File: config.mk
export PLATFORM = sky130hd
export DESIGN_NAME = mips_icache_flat
export DESIGN_NICKNAME = d
export VERILOG_FILES = /design/src/rtl/mips_icache_if.sv /design/src/rtl/mips_icache.sv /design/src/flat_wrapper.sv
export SDC_FILE = /design/constraint.sdc
export NUM_CORES = 1
export LEC_CHECK = 0
export CAP_MARGIN = 20
export CORE_ASPECT_RATIO = 1.25
export CORE_MARGIN = 2
export CORE_UTILIZATION = 30
export CTS_CLUSTER_SIZE = 25
export DETAILED_ROUTE_END_ITERATION = 8
export SYNTH_ARGS = -nofsm -noshare
export SYNTH_HDL_FRONTEND = slang
export SYNTH_SLANG_ARGS = --single-unit
File: constraint.sdc
create_clock -name clk -period 12.3 [get_ports clk]
set_input_delay 2.46 -clock clk [delete_from_list [all_inputs] [get_ports clk]]
set_output_delay 2.46 -clock clk [all_outputs]
set_load 0.03 [all_outputs]
File: src/rtl/mips_icache_if.sv
// Fetch-port and line-fill bus between MIPS_IF, the instruction cache and slow instruction memory.
// The master side is the IF/memory environment; the slave side is the cache.
interface mips_icache_if;
  logic         proc_read;
  logic         proc_write;
  logic [29:0]  proc_addr;
  logic [31:0]  proc_wdata;
  logic [31:0]  proc_rdata;
  logic         proc_stall;
  logic         mem_read;
  logic         mem_write;
  logic [27:0]  mem_addr;
  logic [127:0] mem_wdata;
  logic [127:0] mem_rdata;
  logic         mem_ready;

  modport master (
    output proc_read, proc_write, proc_addr, proc_wdata, mem_rdata, mem_ready,
    input  proc_rdata, proc_stall, mem_read, mem_write, mem_addr, mem_wdata
  );

  modport slave (
    input  proc_read, proc_write, proc_addr, proc_wdata, mem_rdata, mem_ready,
    output proc_rdata, proc_stall, mem_read, mem_write, mem_addr, mem_wdata
  );
endinterface

File: src/rtl/mips_icache.sv
// Read-only direct-mapped instruction cache in front of MIPS_IF.
// Lines hold 4 words and are filled from memory in a single 128-bit transfer.
module mips_icache #(
  parameter int INDEX_BITS = 3
) (
  input logic          clk,
  input logic          rst_n,
  mips_icache_if.slave bus
);
  localparam int LINES    = 2 ** INDEX_BITS;
  localparam int TAG_BITS = 28 - INDEX_BITS;

  typedef enum logic {S_IDLE, S_ALLOC} state_t;

  state_t state, state_nx;

  logic [LINES-1:0]    valid;
  logic [TAG_BITS-1:0] tag_arr  [LINES];
  logic [127:0]        data_arr [LINES];
  logic [27:0]         miss_line;

  logic [TAG_BITS-1:0]   req_tag;
  logic [INDEX_BITS-1:0] req_idx;
  logic [1:0]            req_word;
  logic [127:0]          req_line;
  logic                  hit;
  logic                  latch_miss;
  logic                  fill;
  logic [INDEX_BITS-1:0] fill_idx;
  logic [TAG_BITS-1:0]   fill_tag;

  assign req_tag  = bus.proc_addr[29:INDEX_BITS+2];
  assign req_idx  = bus.proc_addr[INDEX_BITS+1:2];
  assign req_word = bus.proc_addr[1:0];
  assign req_line = data_arr[req_idx];
  assign hit      = valid[req_idx] && (tag_arr[req_idx] == req_tag);

  assign fill_idx = miss_line[INDEX_BITS-1:0];
  assign fill_tag = miss_line[27:INDEX_BITS];

  assign bus.mem_addr  = miss_line;
  assign bus.mem_write = 1'b0;
  assign bus.mem_wdata = '0;

  // Writes from IF never reach the cache; keep them observed for lint only.
  logic unused_inputs;
  assign unused_inputs = ^{bus.proc_write, bus.proc_wdata};

  always_comb begin
    state_nx       = state;
    bus.proc_stall = 1'b0;
    bus.proc_rdata = '0;
    bus.mem_read   = 1'b0;
    latch_miss     = 1'b0;
    fill           = 1'b0;
    case (state)
      S_IDLE: begin
        if (bus.proc_read) begin
          if (hit) begin
            bus.proc_rdata = req_line[{req_word, 5'd0} +: 32];
          end else begin
            bus.proc_stall = 1'b1;
            latch_miss     = 1'b1;
            state_nx       = S_ALLOC;
          end
        end
      end
      S_ALLOC: begin
        // Fill targets the latched line even if IF has redirected proc_addr.
        bus.proc_stall = 1'b1;
        bus.mem_read   = 1'b1;
        if (bus.mem_ready) begin
          fill     = 1'b1;
          state_nx = S_IDLE;
        end
      end
      default: state_nx = S_IDLE;
    endcase
  end

  always_ff @(posedge clk or negedge rst_n) begin
    if (!rst_n) begin
      state     <= S_IDLE;
      valid     <= '0;
      miss_line <= '0;
    end else begin
      state <= state_nx;
      if (latch_miss) miss_line <= bus.proc_addr[29:2];
      if (fill) valid[fill_idx] <= 1'b1;
    end
  end

  always_ff @(posedge clk) begin
    if (fill) begin
      tag_arr[fill_idx]  <= fill_tag;
      data_arr[fill_idx] <= bus.mem_rdata;
    end
  end
endmodule

File: src/flat_wrapper.sv
// flat-port wrapper written by rule: the top's interface ports become plain ports
module mips_icache_flat 
#(
  parameter int INDEX_BITS = 3
)
  (clk, rst_n, bus_proc_read, bus_proc_write, bus_proc_addr, bus_proc_wdata, bus_mem_rdata, bus_mem_ready, bus_proc_rdata, bus_proc_stall, bus_mem_read, bus_mem_write, bus_mem_addr, bus_mem_wdata);
  mips_icache_if bus_i ();
  input logic clk;
  input logic rst_n;
  input wire logic [$bits(bus_i.proc_read)-1:0] bus_proc_read;
  input wire logic [$bits(bus_i.proc_write)-1:0] bus_proc_write;
  input wire logic [$bits(bus_i.proc_addr)-1:0] bus_proc_addr;
  input wire logic [$bits(bus_i.proc_wdata)-1:0] bus_proc_wdata;
  input wire logic [$bits(bus_i.mem_rdata)-1:0] bus_mem_rdata;
  input wire logic [$bits(bus_i.mem_ready)-1:0] bus_mem_ready;
  output wire logic [$bits(bus_i.proc_rdata)-1:0] bus_proc_rdata;
  output wire logic [$bits(bus_i.proc_stall)-1:0] bus_proc_stall;
  output wire logic [$bits(bus_i.mem_read)-1:0] bus_mem_read;
  output wire logic [$bits(bus_i.mem_write)-1:0] bus_mem_write;
  output wire logic [$bits(bus_i.mem_addr)-1:0] bus_mem_addr;
  output wire logic [$bits(bus_i.mem_wdata)-1:0] bus_mem_wdata;
  assign bus_i.proc_read = bus_proc_read;
  assign bus_i.proc_write = bus_proc_write;
  assign bus_i.proc_addr = bus_proc_addr;
  assign bus_i.proc_wdata = bus_proc_wdata;
  assign bus_i.mem_rdata = bus_mem_rdata;
  assign bus_i.mem_ready = bus_mem_ready;
  assign bus_proc_rdata = bus_i.proc_rdata;
  assign bus_proc_stall = bus_i.proc_stall;
  assign bus_mem_read = bus_i.mem_read;
  assign bus_mem_write = bus_i.mem_write;
  assign bus_mem_addr = bus_i.mem_addr;
  assign bus_mem_wdata = bus_i.mem_wdata;
  mips_icache #(.INDEX_BITS(INDEX_BITS)) u_core (.clk(clk), .rst_n(rst_n), .bus(bus_i));
endmodule
==> impl_metrics.py, run 1 <==
metrics = {
    "die": {
        "num_io_pins": 386,
        "dieHeight_um": 457,
        "core_um2": 163000,
        "dieArea_um2": 168000,
        "fp-row-count": 166,
        "die_w_um": 366,
        "initial_core_util_pct": 30.1,
    },
    "timing": {
        "tightest_slew_ns": 1.01,
        "rsz0062_at_grt": "false",
        "max-slew-margin-rel_pct": 32.6,
        "slew_viol_final": 0,
        "fin_crit_sh_pct": 73.7,
        "skew_ns": 0.0234,
        "tns_ns": 0,
        "fmax_mhz": 110,
        "period_minus_slack_ns": 9.07,
        "setup_viol": 0,
        "report.final.hold_viol_count": 0,
    },
    "placement": {
        "dp_hpwl_mm": 64.9,
        "portBuffers": 223,
        "place_congestion": 0.772,
    },
    "cells_and_area": {
        "multi_input_area_um2": 10700,
        "syn_to_final_growth_pct": 17.9,
        "n_fill_cell": 15000,
        "final_cell_mix": "edfxtp_1 (1224), mux4_2 (344), clkdlybuf4s50_1 (217)",
        "final_nets": 2636,
        "final_common_cell": "edfxtp_1",
        "final_util_pct": 35.5,
        "seq_area_um2": 37700,
        "layout-drive-gt1-share_pct": 25.3,
    },
    "synthesis": {
        "synth_edf_count": 1224,
        "ys_types": 42,
        "synthCells": 2135,
        "synthFlopType": "edfxtp_1",
        "synth.avg_cell_area_um2": 23.1,
        "netlist_area_um2": 49300,
        "ys_ff_latch": 1261,
        "synth_top_area_share_pct": 74.6,
        "async_flop_share_pct": 2.93,
        "ys_warn_count": 0,
        "synth-seq-area-share_pct": 76.5,
        "synth_top_cell_by_area": "edfxtp_1",
        "synth_area_leaders": "edfxtp_1 (75%), mux4_2 (16%), buf_4 (2.0%), dfrtp_1 (1.9%), mux2i_1 (1.7%)",
    },
    "drt": {
        "totalWireLength_mm": 115,
        "drc": 0,
        "vias_per_cell": 4.71,
        "drt_iter0_drc": 1870,
        "postRouteAntennaNets": 0,
        "wire_per_inst_um": 24.3,
        "drtPass1Iterations": 5,
        "vias": 22300,
    },
    "critical_path": {
        "crit_path_max_incr_delay_ns": 0.70,
        "crit_family": "buffers and inverters",
        "startpoint_type": "input pin",
        "cp.arrival_ns": 6.61,
        "required_ns": 9.84,
        "crit_chain": "buf_8, buf_4, buf_4, mux4_2, mux4_2, mux2i_1, nor2_1, clkdlybuf4s50_1",
        "critPathCaptureType": "output port",
        "cp_slowest_cell": "buf_4",
        "crit_type": "input pin to output port",
        "critPathMaxFanout": 87,
        "path_buf_inv": 4,
    },
    "clock_network": {
        "clkTransAtPathRegs_ns": 0.06,
        "post_cts_buffers": 0,
        "cts.sinks": 1261,
        "clockBufferDepth": 3,
        "htreeDepth": 4,
        "cts_tree": "yes",
        "cts_hold_buf": 0,
        "insertion_delay_ns": 0.75,
        "clock-root-buffer": "clkbuf_16",
        "cts_buffers": 137,
        "cts_resized": 0,
    },
    "global_routing": {
        "grt_overflow_total": 0,
        "antenna_found_initial": 31,
        "track_usage_pct": 13.7,
        "grt_pass1_vias": 23500,
        "grt_start_max_net_pins": 105,
        "grt_pass1_wl_mm": 166,
    },
    "hold_path": {
        "hp-class": "flip-flop to flip-flop",
    },
    "pwr": {
        "p_int_mw": 7.53,
        "p_leak_nw": 18.4,
        "power.density_nw_per_um2": 168,
        "combPwrFrac_pct": 8.1,
        "peakVddDrop_mv": 0.127,
        "p_seq_share_pct": 51.5,
        "switching_share_pct": 22.9,
        "clkPwrFrac_pct": 40.4,
        "p_sw_mw": 2.23,
    },
    "outcome": {
        "status": "finished clean",
    },
    "job": {
        "max_cap_violations": 0,
    },
}
## layer usage
metal  up-vias  GRT usage (%)  wire (um)
met5         -              0        287
met4        46           4.10       2640
met3       184           4.01       7780
met2       715           22.6      56300
met1     12000           17.4      47900
li1       9384              -          -
## cells by family (layout without fill, tap and decap cells)
| group | after synthesis | after routing | synth area share (%) |
|---|---|---|---|
| buffers and inverters | 230 | 513 | 2.95 |
| and+or+nand+nor | 114 | 114 | 1.20 |
| xor gates and xnor gates | 11 | 11 | 0.196 |
| AOI/OAI and AO/OA | 48 | 48 | 0.711 |
| other | 1 | 135 | 0.00761 |
| muxes | 470 | 470 | 18.5 |
| DFF | 1261 | 1261 | 76.5 |
## final cells by class
| cell class | count | share of cell area (%) |
|---|---|---|
| well taps | 2184 | 4.71 |
| clock buffers | 168 | 6.21 |
| repair buffers | 267 | 4.50 |
| flip-flops and latches | 1261 | 64.9 |
| clock inverters | 76 | 1.22 |
| diodes | 6 | 0.0259 |
| inverters | 2 | 0.0129 |
| multi-input cells | 772 | 18.4 |
## stage by stage
| stage | worst slack [ns] | hold slack, ns | instances | power [mW] | instance area, um2 |
|---|---|---|---|---|---|
| after global routing | 2.99 | 0.492 | 4731 | 10.1 | 58100 |
| after global placement | 3.13 | 0.446 | 4486 | 5.92 | 53700 |
| after floorplan | 2.51 | 0.434 | 2263 | 5.63 | 49800 |
| final | 3.23 | 0.469 | 4736 | 9.76 | 58100 |
| after detailed placement | 3.13 | 0.453 | 4486 | 5.94 | 53700 |
| after CTS | 3.13 | 0.470 | 4730 | 9.90 | 58000 |
## power by group through the flow
stage | Clock (mW) | Sequential [mW] | Combinational [mW]
floorplan | 0 | 5.17 | 0.459
global placement | 0 | 5.11 | 0.808
finish | 3.94 | 5.03 | 0.790
CTS | 4.05 | 5.03 | 0.816
detailed placement | 0 | 5.12 | 0.814
global route | 4.21 | 5.05 | 0.846
## synth_stat cells, drive strengths merged, types with 5 or more instances
master,instances
edfxtp,1224
mux4,344
buf,193
mux2i,85
nor2,42
mux2,41
dfrtp,37
clkbuf,35
a22o,13
nand4,9
o21ai,9
or3,9
a22oi,8
nor2b,8
or2,8
xor2,8
nand3,7
o22ai,7
nand2,6
nand2b,6
nor4,6
nor3,5
## worst paths after layout
path / start / to / slack [ns] / cells after the start
setup / recovery: bus_proc_addr[3] / bus_proc_rdata[13] / 3.23 / 8
hold / removal: u_core.valid[4] / u_core.valid[4] / 0.47 / 1
setup reg to reg: u_core.state / u_core.data_arr[5][68] / 8.48 / 4
hold reg to reg: u_core.valid[4] / u_core.valid[4] / 0.47 / 1
max in group asynchronous: rst_n / u_core.bus.mem_addr[11] / 10.10 / 2
min in group asynchronous: rst_n / u_core.bus.mem_addr[22] / 1.79 / 2
## state kept, by name (all words and copies together) (netlist names)
signal and count:
u_core.data_arr 1024, u_core.state 1, u_core.tag_arr 200, u_core.bus.mem_addr 28
u_core.valid 8
(Power assumes the default switching activity.)
==> run 2: changes to the inputs <==
==> constraint.sdc (replaced) <==
create_clock -name clk -period 8.15 [get_ports clk]
set_input_delay 1.63 -clock clk [delete_from_list [all_inputs] [get_ports clk]]
set_output_delay 1.63 -clock clk [all_outputs]
set_load 0.03 [all_outputs]
==> run 2 against run 1 <==
  * Utilization decreased by 0.065 points
  * Critical endpoint is now bus_proc_rdata[4]
  * Power is 48% higher
  * Largest cell class unchanged
  * Sequential share of layout area grew 0.12 points
  * First-iteration DRC count fell by 5.4%
  * Largest power group unchanged
  * Setup slack got worse by 2.0 ns
  * Non-clock buffer count fell by 2
  * Via count shrank 0.34%
  * Clock power grew 44%
  * Count of clock-buffer cells in the layout grew 12
==> impl_metrics.py, run 2 (same netlist as run 1, synthesis figures left out) <==
metrics = {
    "hold_path": {
        "hp-start": "u_core.valid[4]",
        "hp-class": "flip-flop to flip-flop",
        "hold_end": "u_core.valid[4]",
        "min_path_cells": 1,
    },
    "pwr": {
        "p_seq_share_pct": 52.5,
        "power.density_nw_per_um2": 249,
        "total_power_mw": 14.5,
        "p_leak_nw": 18.3,
        "peakVddDrop_mv": 0.191,
        "clkPwrFrac_pct": 39.2,
        "switching_share_pct": 22.8,
        "p_sw_mw": 3.29,
        "combPwrFrac_pct": 8.3,
        "p_int_mw": 11.2,
    },
    "drt": {
        "wl_met3_mm": 8.48,
        "wire_per_inst_um": 24.1,
        "totalWireLength_mm": 114,
        "routed-wl-met2_mm": 55.8,
        "drc": 0,
        "wl_met1_mm": 46.9,
        "postRouteAntennaNets": 0,
        "top_layer_used": "met5",
        "vias_per_cell": 4.70,
        "drtPass1Iterations": 5,
        "vias": 22200,
        "drt_iter0_drc": 1769,
    },
    "timing": {
        "slew_viol_final": 0,
        "setup_viol": 0,
        "report.final.hold_viol_count": 0,
        "period_minus_slack_ns": 6.88,
        "tns_ns": 0,
        "final.setup.worst_slack_ns": 1.27,
        "fmax_mhz": 145,
        "fin_crit_sh_pct": 84.4,
        "skew_ns": 0.0251,
        "max-slew-margin-rel_pct": 33.3,
        "tightest_slew_ns": 1.00,
        "rsz0062_at_grt": "false",
    },
    "critical_path": {
        "critPathMaxFanout": 37,
        "timing.rr.end": "u_core.bus.mem_addr[17]",
        "required_ns": 6.52,
        "r2r_cells": 8,
        "cp.arrival_ns": 5.25,
        "r2r_slack_ns": 4.90,
        "crit_type": "input pin to output port",
        "critPathCaptureType": "output port",
        "startpoint_type": "input pin",
        "crit-reg2reg-launch": "u_core.tag_arr[5][7]",
    },
    "cells_and_area": {
        "largest_register_ffs": 1024,
        "seq_area_um2": 37700,
        "syn_to_final_growth_pct": 17.6,
        "top_register": "u_core.data_arr",
        "final_cell_mix": "edfxtp_1 (1224), mux4_2 (344), clkdlybuf4s50_1 (213)",
        "layout-drive-gt1-share_pct": 24.8,
        "n_fill_cell": 15000,
        "final_nets": 2632,
        "final_common_cell": "edfxtp_1",
        "multi_input_area_um2": 10700,
    },
    "global_routing": {
        "grt_pass1_vias": 23400,
        "track_usage_pct": 13.5,
        "grt_start_max_net_pins": 115,
        "grt_pass1_wl_mm": 165,
        "grt_overflow_total": 0,
        "antenna_found_initial": 26,
    },
    "die": {
        "die_w_um": 366,
        "num_io_pins": 386,
        "dieHeight_um": 457,
        "dieArea_um2": 168000,
        "initial_core_util_pct": 30.1,
        "core_um2": 163000,
        "fp-row-count": 166,
    },
    "clock_network": {
        "clkTransAtPathRegs_ns": 0.06,
        "clock-root-buffer": "clkbuf_16",
        "htreeDepth": 4,
        "cts.sinks": 1261,
        "cts_tree": "yes",
        "cts_buffers": 135,
        "post_cts_buffers": 0,
        "cts_resized": 0,
        "insertion_delay_ns": 0.75,
        "cts_hold_buf": 0,
        "clockBufferDepth": 3,
    },
    "placement": {
        "place_congestion": 0.785,
        "portBuffers": 223,
        "place_ws_ns": 1.26,
        "dp_hpwl_mm": 63.3,
    },
    "outcome": {
        "status": "finished clean",
    },
    "job": {
        "max_cap_violations": 0,
    },
}
## run 2: critical path: stages
cell and delay (ns):
buf_8 0.33, buf_12 0.34, mux2_2 0.38, o22ai_1 0.25, or3_1 0.20, nand4_1 0.13, nor4_1 0.49, nand4_1 0.15
buf_4 0.28, nor2_1 0.23, clkdlybuf4s50_1 0.69
## run 2: final cells by class
class | instances | area share, %
Tap cell | 2184 | 4.71
Clock inverter | 61 | 0.706
Antenna cell | 5 | 0.0216
Timing Repair Buffer | 265 | 4.77
Inverter | 2 | 0.0130
Clock buffer | 180 | 6.30
Sequential cell | 1261 | 65.0
Multi-Input combinational cell | 772 | 18.5
## run 2: through the flow
stage               std cells  hold slack (ns)  area (um2)  util, %
finish                   4730            0.464       58000     35.5
CTS                      4725            0.467       57900     35.4
global placement         4484            0.446       53900     33.0
global route             4726            0.483       57900     35.5
detailed placement       4484            0.452       53900     33.0
floorplan                2263            0.434       49800        -
## run 2: how the worst max path moves through the flow
| stage | cells after the start | slack (ns) | to | startpoint |
|---|---|---|---|---|
| after floorplan | 3 | -0.81 | u_core.valid[7] | bus_mem_ready |
| after global placement | 8 | 1.32 | bus_proc_rdata[13] | bus_proc_addr[2] |
| after detailed placement | 11 | 1.26 | bus_proc_rdata[18] | bus_proc_addr[2] |
| after CTS | 11 | 1.25 | bus_proc_rdata[18] | bus_proc_addr[2] |
| after global routing | 11 | 0.99 | bus_proc_rdata[18] | bus_proc_addr[2] |
| final | 11 | 1.27 | bus_proc_rdata[4] | bus_proc_addr[2] |
## run 2: power by group through the flow
stage	registers, mW	logic [mW]	clock network [mW]
floorplan	7.80	0.693	0
global placement	7.71	1.22	0
detailed placement	7.73	1.23	0
CTS	7.59	1.23	5.82
global route	7.62	1.28	6.08
finish	7.59	1.19	5.66
## run 2: per-layer routing
| metal | vias up | global-route usage, % |
|---|---|---|
| met5 | - | 0 |
| met4 | 38 | 3.84 |
| met3 | 186 | 4.26 |
| met2 | 753 | 22.3 |
| met1 | 11900 | 17.1 |
| li1 | 9381 | - |
